**src/rtl/shift_pipe_pkg.sv**
```systemverilog
// Shared types for the shift_pipe barrel shifter: shift mode encoding and the
// control portion of every stage register.
package shift_pipe_pkg;

    typedef enum logic [1:0] {
        SHIFT_SRL = 2'b00,
        SHIFT_SRA = 2'b01,
        SHIFT_ROR = 2'b10,
        SHIFT_ROL = 2'b11
    } shift_op_e;

    // Width-independent part of a stage register; the owning module wraps it
    // with data/amt/tag fields sized from its own localparams.
    typedef struct packed {
        logic      vld;
        shift_op_e op;
    } stage_ctl_t;

endpackage

```
**src/rtl/shift_level.sv**
```systemverilog
// One level of the barrel-shifter network: optionally moves the operand by a
// fixed distance DIST in the requested mode.
module shift_level
    import shift_pipe_pkg::*;
#(
    parameter int WIDTH = 8,
    parameter int DIST  = 1
) (
    input  logic [WIDTH-1:0] i_data,
    input  logic             i_en,
    input  shift_op_e        i_op,
    output logic [WIDTH-1:0] o_data
);

    logic signed [WIDTH-1:0] w_sdata;
    logic        [WIDTH-1:0] w_shift;

    // Earlier SRA levels keep the MSB intact, so the partial MSB is the sign.
    assign w_sdata = i_data;

    always_comb begin
        w_shift = i_data;
        case (i_op)
            SHIFT_SRL: w_shift = i_data >> DIST;
            SHIFT_SRA: w_shift = w_sdata >>> DIST;
            SHIFT_ROR: w_shift = (i_data >> DIST) | (i_data << (WIDTH - DIST));
            SHIFT_ROL: w_shift = (i_data << DIST) | (i_data >> (WIDTH - DIST));
            default:   w_shift = i_data;
        endcase
    end

    assign o_data = i_en ? w_shift : i_data;

endmodule

```
**src/rtl/shift_pipe.sv**
```systemverilog
// Pipelined barrel shifter with valid/ready flow control and a sideband tag.
// Define SHIFT_PIPE_STAGE_REG_EN to register every network level.
module shift_pipe
    import shift_pipe_pkg::*;
#(
    parameter  int WIDTH   = 8,
    parameter  int TAG_W   = 4,
    localparam int SHAMT_W = $clog2(WIDTH)
) (
    input  logic               clk,
    input  logic               rst,
    input  logic               in_valid,
    output logic               in_ready,
    input  logic [WIDTH-1:0]   in_data,
    input  logic [SHAMT_W-1:0] in_amt,
    input  logic [1:0]         in_op,
    input  logic [TAG_W-1:0]   in_tag,
    output logic               out_valid,
    input  logic               out_ready,
    output logic [WIDTH-1:0]   out_data,
    output logic               out_zero,
    output logic [TAG_W-1:0]   out_tag
);

    typedef struct packed {
        stage_ctl_t           ctl;
        logic [WIDTH-1:0]     data;
        logic [SHAMT_W-1:0]   amt;
        logic [TAG_W-1:0]     tag;
    } stage_t;

    stage_t w_in;
    stage_t w_final;
    logic   w_stall;
    logic   w_unused_final;

    always_comb begin
        w_in          = '0;
        w_in.ctl.vld  = in_valid;
        w_in.ctl.op   = shift_op_e'(in_op);
        w_in.data     = in_data;
        w_in.amt      = in_amt;
        w_in.tag      = in_tag;
    end

    // One global stall: the whole pipe freezes while the output beat waits.
    assign w_stall  = w_final.ctl.vld && !out_ready;
    assign in_ready = !w_stall;

    for (genvar j = 0; j < SHAMT_W; j++) begin : g_lvl
        localparam int K = SHAMT_W - 1 - j;

        stage_t           w_src;
        stage_t           w_next;
        logic [WIDTH-1:0] w_data;

        if (j == 0) begin : g_first
            assign w_src = w_in;
        end else begin : g_chain
`ifdef SHIFT_PIPE_STAGE_REG_EN
            assign w_src = g_lvl[j-1].r_stage;
`else
            assign w_src = g_lvl[j-1].w_next;
`endif
        end

        shift_level #(
            .WIDTH (WIDTH),
            .DIST  (1 << K)
        ) u_level (
            .i_data (w_src.data),
            .i_en   (w_src.amt[K]),
            .i_op   (w_src.ctl.op),
            .o_data (w_data)
        );

        // Consumed amount bits are cleared so each register holds only the remainder.
        always_comb begin
            w_next        = w_src;
            w_next.data   = w_data;
            w_next.amt[K] = 1'b0;
        end

`ifdef SHIFT_PIPE_STAGE_REG_EN
        stage_t r_stage;

        always_ff @(posedge clk or posedge rst) begin
            if (rst) begin
                r_stage <= '0;
            end else if (!w_stall) begin
                r_stage <= w_next;
            end
        end
`endif
    end

`ifdef SHIFT_PIPE_STAGE_REG_EN
    assign w_final = g_lvl[SHAMT_W-1].r_stage;
`else
    stage_t r_out;

    always_ff @(posedge clk or posedge rst) begin
        if (rst) begin
            r_out <= '0;
        end else if (!w_stall) begin
            r_out <= g_lvl[SHAMT_W-1].w_next;
        end
    end

    assign w_final = r_out;
`endif

    assign out_valid = w_final.ctl.vld;
    assign out_data  = w_final.data;
    assign out_tag   = w_final.tag;
    assign out_zero  = (w_final.data == '0);

    // The remaining amount is always zero at the output and op is not exported.
    assign w_unused_final = ^{w_final.amt, w_final.ctl.op};

endmodule

```
**config.mk**
```make
export PLATFORM = sky130hd
export DESIGN_NAME = shift_pipe
export DESIGN_NICKNAME = d
export VERILOG_FILES = /design/src/rtl/shift_pipe_pkg.sv /design/src/rtl/shift_level.sv /design/src/rtl/shift_pipe.sv
export SDC_FILE = /design/constraint.sdc
export NUM_CORES = 1
export LEC_CHECK = 0
export CAP_MARGIN = 20
export CORE_MARGIN = 3
export CORE_UTILIZATION = 25
export CTS_CLUSTER_DIAMETER = 120
export DETAILED_ROUTE_END_ITERATION = 16
export GPL_TIMING_DRIVEN = 0
export PLACE_DENSITY_LB_ADDON = 0.1
export SLEW_MARGIN = 0
export SYNTH_ARGS = -nofsm -noshare
export SYNTH_HDL_FRONTEND = slang
export SYNTH_SLANG_ARGS = --single-unit
```
**constraint.sdc**
```tcl
create_clock -name clk -period 1.2 [get_ports clk]
set_input_delay 0.24 -clock clk [delete_from_list [all_inputs] [get_ports clk]]
set_output_delay 0.24 -clock clk [all_outputs]
set_load 0.05 [all_outputs]
```
Word level (Yosys, flattened, before mapping)
Index checks and enable logic that the tools add are counted.
{"block": "word_totals", "input_bits": 21, "out_inout_bits": 15, "register_bits": 13, "wordCells": 23}
{"block": "classes", "mux": 6, "eq_ne": 3, "reduce_logical": 6, "bitwise": 5}
{"cell": "$pmux 8 s4", "count": 2}
{"cell": "$mux 8", "count": 3}
{"cell": "$pmux 8 s3", "count": 1}
{"cell": "$logic_not 8->1", "count": 1}
{"cell": "$or 4x8->8", "count": 1}
{"cell": "$or 6x8->8", "count": 1}
{"cell": "$or 7x8->8", "count": 1}
{"cell": "$or 8x1->8", "count": 1}
{"cell": "$or 8x2->8", "count": 1}
{"cell": "$eq 2x2->1 const B", "count": 2}
{"cell": "$eq 2x1->1 const B", "count": 1}
{"cell": "$logic_not 1->1", "count": 2}
{"cell": "$logic_not 2->1", "count": 1}
{"cell": "$reduce_or 2->1", "count": 1}
{"cell": "$logic_and 1x1->1", "count": 1}

Longest topological paths before layout
Gate-level depths: netlist of run 1.
{"block": "depth", "word_depth": 10, "depth_mapped": 8, "ltp_nobuf": 5}

Modules after synthesis
Synthesis of run 1 repeated with hierarchy kept, for this count alone.
{"block": "hier_totals", "cells_unflattened": 108, "area_unflattened_um2": 1062.3}
{"module": "shift_pipe", "n_inst": 1, "seq_area_each_um2": 325.3, "cells_each": 34, "area_each_um2": 568.0}
{"module": "shift_level at g_lvl[1].u_level", "n_inst": 1, "seq_area_each_um2": 0.0, "cells_each": 29, "area_each_um2": 186.4}
{"module": "shift_level at g_lvl[2].u_level", "n_inst": 1, "seq_area_each_um2": 0.0, "cells_each": 27, "area_each_um2": 172.7}
{"module": "shift_level at g_lvl[0].u_level", "n_inst": 1, "seq_area_each_um2": 0.0, "cells_each": 18, "area_each_um2": 135.1}

Worst setup path after synthesis of run 1
Ideal clock, no wire load.
{"block": "synth_path", "path_type": "reg2reg", "start": "register r_out, in the netlist out_valid", "end": "register r_out, in the netlist out_data[6]", "setup_time_ns": 0.178, "required_ns": 1.022, "synth_period_minus_slack_ns": 2.037, "stages_incl_launch_ff": 6, "arrival_ns": 1.858, "path_buffers": 2, "setup_slack_ns": -0.837, "cell_sequence": "dfrtp_1 nor2b_1 clkbuf_1 inv_2 clkbuf_1 a311oi_2"}
{"block": "synth_between", "elab_chain_len": 1}
{"item": "start: declaration", "line": "shift_pipe.sv:100", "source": "stage_t r_out;"}
{"item": "start signal: assignment", "line": "shift_pipe.sv:106", "source": "r_out <= g_lvl[SHAMT_W-1].w_next;"}
{"item": "$logic_and 1x1->1", "line": "shift_pipe.sv:47", "source": "assign w_stall = w_final.ctl.vld && !out_ready;"}
No other way between the ends.
A chain may end at the register's enable or synchronous reset.

Worst setup path in the final report of run 1
{"block": "layout_path", "start": "register r_out, in the netlist out_data[4]", "end": "output out_zero"}
{"block": "layout_between", "elab_chain_len": 1}
{"item": "$logic_not 8->1", "line": "shift_pipe.sv:116", "source": "assign out_zero = (w_final.data == '0);"}
{"item": "end: declaration", "line": "shift_pipe.sv:21", "source": "output logic out_zero,"}
No other way between the ends.

==> impl_metrics.yaml, run 1 <==
run_status:
  status: "complete, but fails checks"
  violations: "negative setup slack"
synthesis:
  synth-async-reset-ratio_pct: 100.0
  syn_area_per_cell_um2: 8.081
  syn-instance-count: 168
  synth_area_leaders: "dfrtp_1 24%, nand2_1 5.3%, mux2i_1 5.2%"
  synth_fp_nets: 189
  synth_seq_cells: 13
  ys_warn_count: 0
  netlist_area_um2: 1358
  synth_top_area_share_pct: 23.96
  yosysSeqAreaShare_pct: 23.96
  yosys_most_used_dff: "dfrtp_1"
  synth_cell_types: 54
  synth_area_leader_cell: "dfrtp_1"
  synth_edf_count: 0
floorplanning:
  floorplan.initialDensity_pct: 26.25
  rows: 26
  pin_count: 36
  dieWidth_um: 79.69
  die-height_um: 79.69
  placeableCoreArea_um2: 5172
  die_area_um2: 6351
timing:
  worst_hold_slack_ns: 0.3305
  maxSlewHeadroom_pct: 65.60
  fin_skew_ns: 0.002292
  worst_slack_ns: -0.5025
  min_period_over_period_pct: 141.9
  rsz0062_at_grt: "yes"
  period_minus_slack_ns: 1.703
  final_max_slew_viol_count: 0
  tightest_slew_ns: 0.5160
  setup_tns_ns: -1.753
  setup_viol: 11
  max_freq_mhz: 587.4
  hold_viol_final: 0
setup_path:
  r2r_end: "out_data[5]"
  rr_worst_depth: 6
  path_class: "flop to primary output"
  start_kind: "flop"
  slowest_delay_ns: 0.54
  crit_slowest_cell: "or4_4"
  r2r_slack_ns: -0.12
  critical_path_arrival_ns: 1.46
  path_cells: "or4_4 -> nor2_4 -> buf_6"
  end_kind: "primary output"
  required_ns: 0.96
  rr_startpoint: "out_valid"
  cp_max_fo: 3
  crit_start: "out_data[4]"
  crit_path_end: "out_zero"
global_route:
  grt_util_all_layers_pct: 16.65
  grt_pass1_vias: 1598
  grt_pass1_wl_um: 8404
  grt_overflow: 0
  grt_antenna_before_repair: 0
  grt_start_max_net_pins: 14
pwr:
  power_leakage_nw: 1.074
  pwr_density_cell_nw_per_um2: 830.5
  peakVddDrop_mv: 0.3799
min_path:
  hold_path_class: "input pin to async pin"
clock_tree:
  clk_latency_ns: 0.24
  cts_tree: "built"
  cts_root_buffer: "clkbuf_8"
  clk_path_buf_depth: 2
  cts_hold_repair.buffers: 0
  cts-htree-levels: 1
  clk_pin_slew_worst_paths_ns: 0.05
  cts_inserted_buffers: 3
  cts_sinks: 13
cells_and_area:
  layout.cells.non_filler: 310
  areaGrowthSynthToFinish_pct: 88.48
  antennaDiodeCount: 0
  fillers: 491
  drive_above_1_share_pct: 60.83
  final_core_util_pct: 49.47
  postLayoutCellArea_um2: 2559
  nets: 262
drt:
  drcViolationCount: 0
  ant_nets: 0
  drt-vias-per-instance: 5.361
  wire_per_inst_um: 17.83
  drtIter0Drc: 86
  num_vias: 1662
  firstDrtPassIters: 4
  wl_um: 5527
placed_design:
  dp.final_hpwl_um: 3364
  placed_cells: 270
  gp_congestion: 0.8410
  numPortBuffers: 32
  dpl-instance-area_um2: 1868
flow_run:
  drv_cap: 0
## routing by layer
metal / vias up / GRT usage, % / part of all wire, %
met2: 73 / 27.88 / 51
met5: - / 0 / 0
met1: 814 / 22.47 / 41
met3: 8 / 1.806 / 5.9
met4: 0 / 4.811 / 1.7
li1: 767 / - / -
## sequential cells by signal, indices dropped and copies added, names as in the netlist
signal     cells
out_data       8
out_tag        4
out_valid      1
## cell usage after synthesis (3+ instances only)
cell      count
nand2_1      19
nand2b_1      6
nor3_1        4
buf_4         5
and2_1        4
clkbuf_1      3
or4_1         3
buf_2         5
dfrtp_1      13
mux2i_1       7
nand3_1       7
nor2b_1       5
a211oi_1      6
mux2_2        3
nor2_1       11
a21oi_1      12
o21ai_0       7
## worst max-delay path, delay by kind of cell (launching register included)
kind	cells	cell delay, ns
buf+inv	1	0.16
flops	1	0.40
simple gates	2	0.66
## power by group
group          leakage, nW  internal [mW]  total, mW  switching, mW
sequential           0.143          0.504      0.551         0.0470
clock               0.0228          0.234      0.382          0.148
combinational        0.908          0.526       1.19          0.666
total                 1.07           1.26       2.13          0.861
## final cells by class
type / count / area [um2] / area share (%)
Clock buffer: 4 / 45.04 / 1.760
Tap cell: 70 / 87.58 / 3.423
Sequential cell: 13 / 334.1 / 13.06
Inverter: 3 / 18.77 / 0.7335
Multi-Input combinational cell: 137 / 1252 / 48.95
Buffer: 13 / 165.2 / 6.455
Timing Repair Buffer: 70 / 655.6 / 25.62
## cell usage in the layout, fill, tap and decap left out, types with 3 or more instances in the layout
cell type         n
mux2i_1           4
a211oi_2          3
dlygate4sd2_1     3
nor3_2            4
clkbuf_8          3
buf_2            17
dfrtp_1           6
nand2_1          11
nand2b_1          5
a21oi_1           5
buf_12            5
nor2b_1           4
nor2_4            3
buf_6            13
clkdlybuf4s50_1   6
nand2_2           6
o21ai_1           4
nor2_1            7
a21oi_2           7
buf_8             3
nand3_1           5
clkbuf_16         3
a211oi_4          3
dfrtp_2           7
buf_4            28
## cell families (layout without fill, tap and decap cells)
family / after synthesis / in the layout / share of synthesized area (%)
AND/OR/NAND/NOR: 71 / 71 / 27.74
AO/OA/AOI/OAI: 53 / 53 / 28.48
buffers and inverters: 18 / 90 / 8.202
flip-flops: 13 / 13 / 23.96
multiplexers: 12 / 12 / 10.97
XOR/XNOR: 1 / 1 / 0.6453
## how the worst min path moves through the flow
stage | cells after the start | to | start | slack [ns]
finish | 2 | out_tag[2] | rst | 0.33
global route | 2 | out_tag[0] | rst | 0.39
global placement | 2 | out_tag[2] | out_tag[2] | 0.46
floorplan | 1 | out_data[0] | rst | 0.12
detailed placement | 2 | out_tag[2] | out_tag[2] | 0.46
CTS | 2 | out_tag[2] | rst | 0.36
## what timing repair did
item,CTS,global route
endpoints found under the setup margin,23,17
pin swaps,19,20
cloned,3,2
setup buffers,25,9
gates resized for setup,161,48
## through the flow
step / setup WS [ns] / total power, mW
2_1_floorplan: -0.4156 / 1.151
3_3_place_gp: -1.050 / 1.450
3_5_place_dp: -1.058 / 1.451
4_1_cts: -0.5156 / 2.005
5_1_grt: -0.5375 / 2.234
6_report: -0.5025 / 2.125
Note: power is estimated with default switching activity, not from simulation.
==> inputs of run 2 (changes only) <==
- clock period: 1.2 -> 2.2 ns (I/O delays scaled with it)
==> run 2 against run 1 <==
Compared with the run above: the run now ends clean; clock skew fell by 0.0016 ns; clock power fell by 46%; total power fell by 54%; global-route usage fell by 2.5 points; combinational power fell by 61%; setup slack improved by 0.61 ns; clock-buffer cell count did not move; first-iteration DRC count fell by 27%; die area did not move; flip-flop and latch count did not move; critical endpoint is now in_ready.
==> impl_metrics.yaml, run 2 (synthesis gave the netlist of run 1 again) <==
timing:
  maxSlewHeadroom_pct: 66.33
  period_minus_slack_ns: 2.091
  fin_skew_ns: 0.0006893
  setup_viol: 0
  max_freq_mhz: 478.2
  setup_tns_ns: 0
  worst_hold_slack_ns: 0.4624
  final_max_slew_viol_count: 0
  tightest_slew_ns: 0.5034
  min_period_over_period_pct: 95.06
  hold_viol_final: 0
  rsz0062_at_grt: "no"
placed_design:
  numPortBuffers: 32
  dp.final_hpwl_um: 3337
  placed_cells: 270
  gp_congestion: 0.8417
global_route:
  grt_overflow: 0
  grt_start_max_net_pins: 14
  grt-busiest-layer: "met2"
  grt_pass1_vias: 1412
  grt_antenna_before_repair: 0
  grt_use_met2_pct: 22.54
  grt.met1_usage_pct: 19.11
  grt_util_all_layers_pct: 14.18
  grt_pass1_wl_um: 7162
  grtUsageMet3_pct: 2.144
clock_tree:
  clk_pin_slew_worst_paths_ns: 0.05
  post_cts_buffers: 0
  cts_hold_repair.buffers: 0
  clk_latency_ns: 0.24
  cts_tree: "built"
  clk_path_buf_depth: 2
  cts-htree-levels: 1
  cts_inserted_buffers: 3
  cts_root_buffer: "clkbuf_8"
  cts_sinks: 13
setup_path:
  end_kind: "primary output"
  start_kind: "input pin"
  rr_worst_depth: 6
  critical_path_arrival_ns: 1.65
  path_class: "input pin to primary output"
  cp_max_fo: 10
  required_ns: 1.76
floorplanning:
  die_area_um2: 6351
  floorplan.initialDensity_pct: 26.25
  dieWidth_um: 79.69
  rows: 26
  pin_count: 36
  die-height_um: 79.69
  placeableCoreArea_um2: 5172
pwr:
  peakVddDrop_mv: 0.1782
  power_mw: 0.9715
  power_leakage_nw: 0.7266
  pwr_density_cell_nw_per_um2: 532.2
drt:
  drt-vias-per-instance: 5.369
  drtIter0Drc: 63
  num_vias: 1471
  firstDrtPassIters: 4
  drcViolationCount: 0
  wire_per_inst_um: 15.81
  ant_nets: 0
  wl_um: 4333
run_status:
  status: "complete, no violations"
cells_and_area:
  areaGrowthSynthToFinish_pct: 34.47
  antennaDiodeCount: 0
  largest_reg_flops: 8
  nets: 226
  final_core_util_pct: 35.29
  layout_commonest_cell: "clkdlybuf4s50_1"
  most-common-layout-cells: "30 x clkdlybuf4s50_1, 19 x nand2_1, 13 x dfrtp_1, 12 x a21oi_1, 10 x nor2_1"
  layout.cells.non_filler: 274
  drive_above_1_share_pct: 16.67
min_path:
  worstHoldPathCells: 2
  hold_path_class: "flop to flop"
flow_run:
  drv_cap: 0
==> run 2: path summary, 6_finish.rpt <==
path | start | to | slack (ns)
min in group asynchronous | rst | out_tag[0] | 0.52
min | out_tag[3] | out_tag[3] | 0.46
max reg2reg | out_valid | out_data[4] | 0.64
max | out_ready | in_ready | 0.11
max in group asynchronous | rst | out_data[0] | 1.35
min reg2reg | out_tag[3] | out_tag[3] | 0.46
==> run 2: final cells by class <==
class / instances / area [um2]
fillers: 526 / 3347
clock buffers: 4 / 45.04
inverters: 3 / 13.76
flip-flops and latches: 13 / 325.3
well taps: 70 / 87.58
multi-input cells: 137 / 929.6
repair buffers: 32 / 319.1
plain buffers: 15 / 105.1
==> run 2: stage by stage <==
step | area [um2] | worst slack, ns
finish | 1826 | 0.1087
global route | 1826 | 0.02952
CTS | 1817 | 0.01973
detailed placement | 1768 | -0.9059
global placement | 1768 | -0.8465
floorplan | 1360 | 0.08956
==> run 2: metal layers <==
metal | vias up | share of wire, % | wire length, um
li1 | 697 | - | -
met1 | 689 | 44 | 1919
met2 | 78 | 46 | 1995
met3 | 7 | 8.1 | 350
met4 | 0 | 1.6 | 68
met5 | - | 0 | 0
==> run 2: power by group <==
| group | switching [mW] | internal, mW | leakage [nW] |
|---|---|---|---|
| Clock | 0.0795 | 0.128 | 0.0228 |
| Sequential | 0.0249 | 0.271 | 0.150 |
| Combinational | 0.283 | 0.186 | 0.554 |
==> run 2: worst max-delay path, stage by stage <==
cell             delay, ns
clkdlybuf4s50_1       0.46
nor2b_1               0.04
clkbuf_2              0.18
inv_4                 0.12
buf_4                 0.19
buf_4                 0.22
==> run 2: timing repair <==
| action | CTS | global route |
|---|---|---|
| endpoints found under the setup margin | 2 | 3 |
| endpoints found under the hold margin | 0 | 0 |
| resized for setup | 12 | 4 |
==> inputs of run 3 (changes only) <==
- CELL_PAD_IN_SITES_DETAIL_PLACEMENT: not set -> 1
- CELL_PAD_IN_SITES_GLOBAL_PLACEMENT: not set -> 2
- CORE_UTILIZATION: 25 -> 30
==> run 3 against run 2 <==
Compared with the run above: clock power grew 2%; hold slack improved by 0.0048 ns; die area fell by 15%; clock skew increased by 0.0021 ns; global-route usage is 4.6 points higher; total power up 1.6%; maximum frequency is 2.2% lower; final cell count is 7.3% lower; clock-buffer cell count stayed put; via count up 0.75%; sequential power about the same.
==> impl_metrics.yaml, run 3 (synthesis gave the netlist of run 1 again) <==
flow_run:
  drv_cap: 0
floorplanning:
  die_area_um2: 5368
  placeableCoreArea_um2: 4173
  floorplan.initialDensity_pct: 32.53
  dieWidth_um: 73.27
  die-height_um: 73.27
  pin_count: 36
  rows: 23
setup_path:
  critical_path_arrival_ns: 2.29
  end_kind: "flop"
  cp_max_fo: 8
  path_cells: "clkdlybuf4s50_1 -> nand3b_2 -> a311o_1 -> o211ai_1 -> nand3_1 -> a311oi_2"
  crit_family: "compound AO/OA/AOI/OAI gates"
  start_kind: "input pin"
  slowest_delay_ns: 0.51
  path_buf_inv: 1
  required_ns: 2.35
  path_class: "input pin to flop"
  crit_slowest_cell: "clkdlybuf4s50_1"
timing:
  final_max_slew_viol_count: 0
  min_period_over_period_pct: 97.18
  worst_hold_slack_ns: 0.4672
  period_minus_slack_ns: 2.138
  rsz0062_at_grt: "no"
  maxSlewHeadroom_pct: 64.97
  max_freq_mhz: 467.7
  tightest_slew_ns: 0.5238
  fin_skew_ns: 0.002753
  setup_viol: 0
  hold_viol_final: 0
drt:
  drcViolationCount: 0
  num_vias: 1482
  firstDrtPassIters: 4
  ant_nets: 0
  drtIter0Drc: 89
  wire_per_inst_um: 19.20
  drt-vias-per-instance: 5.835
  wl_um: 4876
clock_tree:
  clk_latency_ns: 0.24
  post_cts_buffers: 0
  cts_tree: "built"
  cts-htree-levels: 1
  clk_path_buf_depth: 2
  cts_sinks: 13
  cts_inserted_buffers: 3
  clk_pin_slew_worst_paths_ns: 0.06
  cts_root_buffer: "clkbuf_8"
  cts_hold_repair.buffers: 0
pwr:
  peakVddDrop_mv: 0.2971
  power_mw: 0.9872
  power_leakage_nw: 0.7312
  pwr_density_cell_nw_per_um2: 544.2
global_route:
  grt_pass1_wl_um: 7769
  grt_start_max_net_pins: 14
  grt_overflow: 0
  grt_util_all_layers_pct: 18.83
  grt_antenna_before_repair: 0
  grt_pass1_vias: 1532
cells_and_area:
  largest_reg_flops: 8
  final_core_util_pct: 43.48
  postLayoutCellArea_um2: 1814
  drive_above_1_share_pct: 17.16
  nets: 226
  most-common-layout-cells: "30 x clkdlybuf4s50_1, 19 x nand2_1, 13 x dfrtp_1, 12 x a21oi_1, 10 x nor2_1"
  fillers: 524
  antennaDiodeCount: 0
  areaGrowthSynthToFinish_pct: 33.64
  layout_commonest_cell: "clkdlybuf4s50_1"
placed_design:
  numPortBuffers: 32
  gp_congestion: 0.8491
  dpl-instance-area_um2: 1743
  dp.final_hpwl_um: 3836
run_status:
  status: "complete, no violations"
min_path:
  hold_path_class: "flop to flop"
run 3: metrics by stage:
stage                     std cells  worst slack, ns  setup TNS, ns
after floorplan                 168          0.08956              0
after global placement          250          -0.8936         -1.721
after detailed placement        250          -0.9579         -2.196
after CTS                       254          0.05103              0
after global routing            254         0.003685              0
final                           254          0.06195              0
run 3: final cells by class:
class / count / area, um2 / area share, %
plain buffers: 15 / 113.9 / 6.276
clock buffers: 4 / 45.04 / 2.483
inverters: 3 / 13.76 / 0.7586
multi-input cells: 137 / 934.6 / 51.52
flip-flops and latches: 13 / 325.3 / 17.93
well taps: 50 / 62.56 / 3.448
repair buffers: 32 / 319.1 / 17.59
run 3: timing repair:
item | CTS | global route
endpoints found under the setup margin | 4 | 2
resized for setup | 15 | 3
cloned | 0 | 0
pin swaps | 0 | 0
run 3: routing by layer:
metal | vias up | share of wire, % | global-route usage [%] | wire (um)
li1 | 695 | - | - | -
met3 | 6 | 5.5 | 3.010 | 269
met5 | - | 0 | 0 | 0
met1 | 734 | 46 | 26.45 | 2226
met2 | 47 | 48 | 30.09 | 2326
met4 | 0 | 1.1 | 4.508 | 54
run 3: path summary, 6_finish.rpt:
check,startpoint,end,slack [ns],depth (start not counted)
setup reg to reg,out_valid,out_data[4],0.66,6
min in group asynchronous,rst,out_tag[2],0.53,2
setup / recovery,in_op[1],out_data[6],0.06,6
max in group asynchronous,rst,out_tag[3],1.32,2
hold reg to reg,out_tag[1],out_tag[1],0.47,2
hold / removal,out_tag[1],out_tag[1],0.47,2
run 3: tightest hold or removal path, delay by kind of cell (launching register included):
family | cells | cell delay, ns
flip-flops | 1 | 0.34
AND/OR/NAND/NOR | 2 | 0.10
run 3: power by group:
part	switching (mW)	internal [mW]	total, mW
Combinational	0.292	0.188	0.480
Clock	0.0834	0.128	0.211
Sequential	0.0245	0.271	0.296
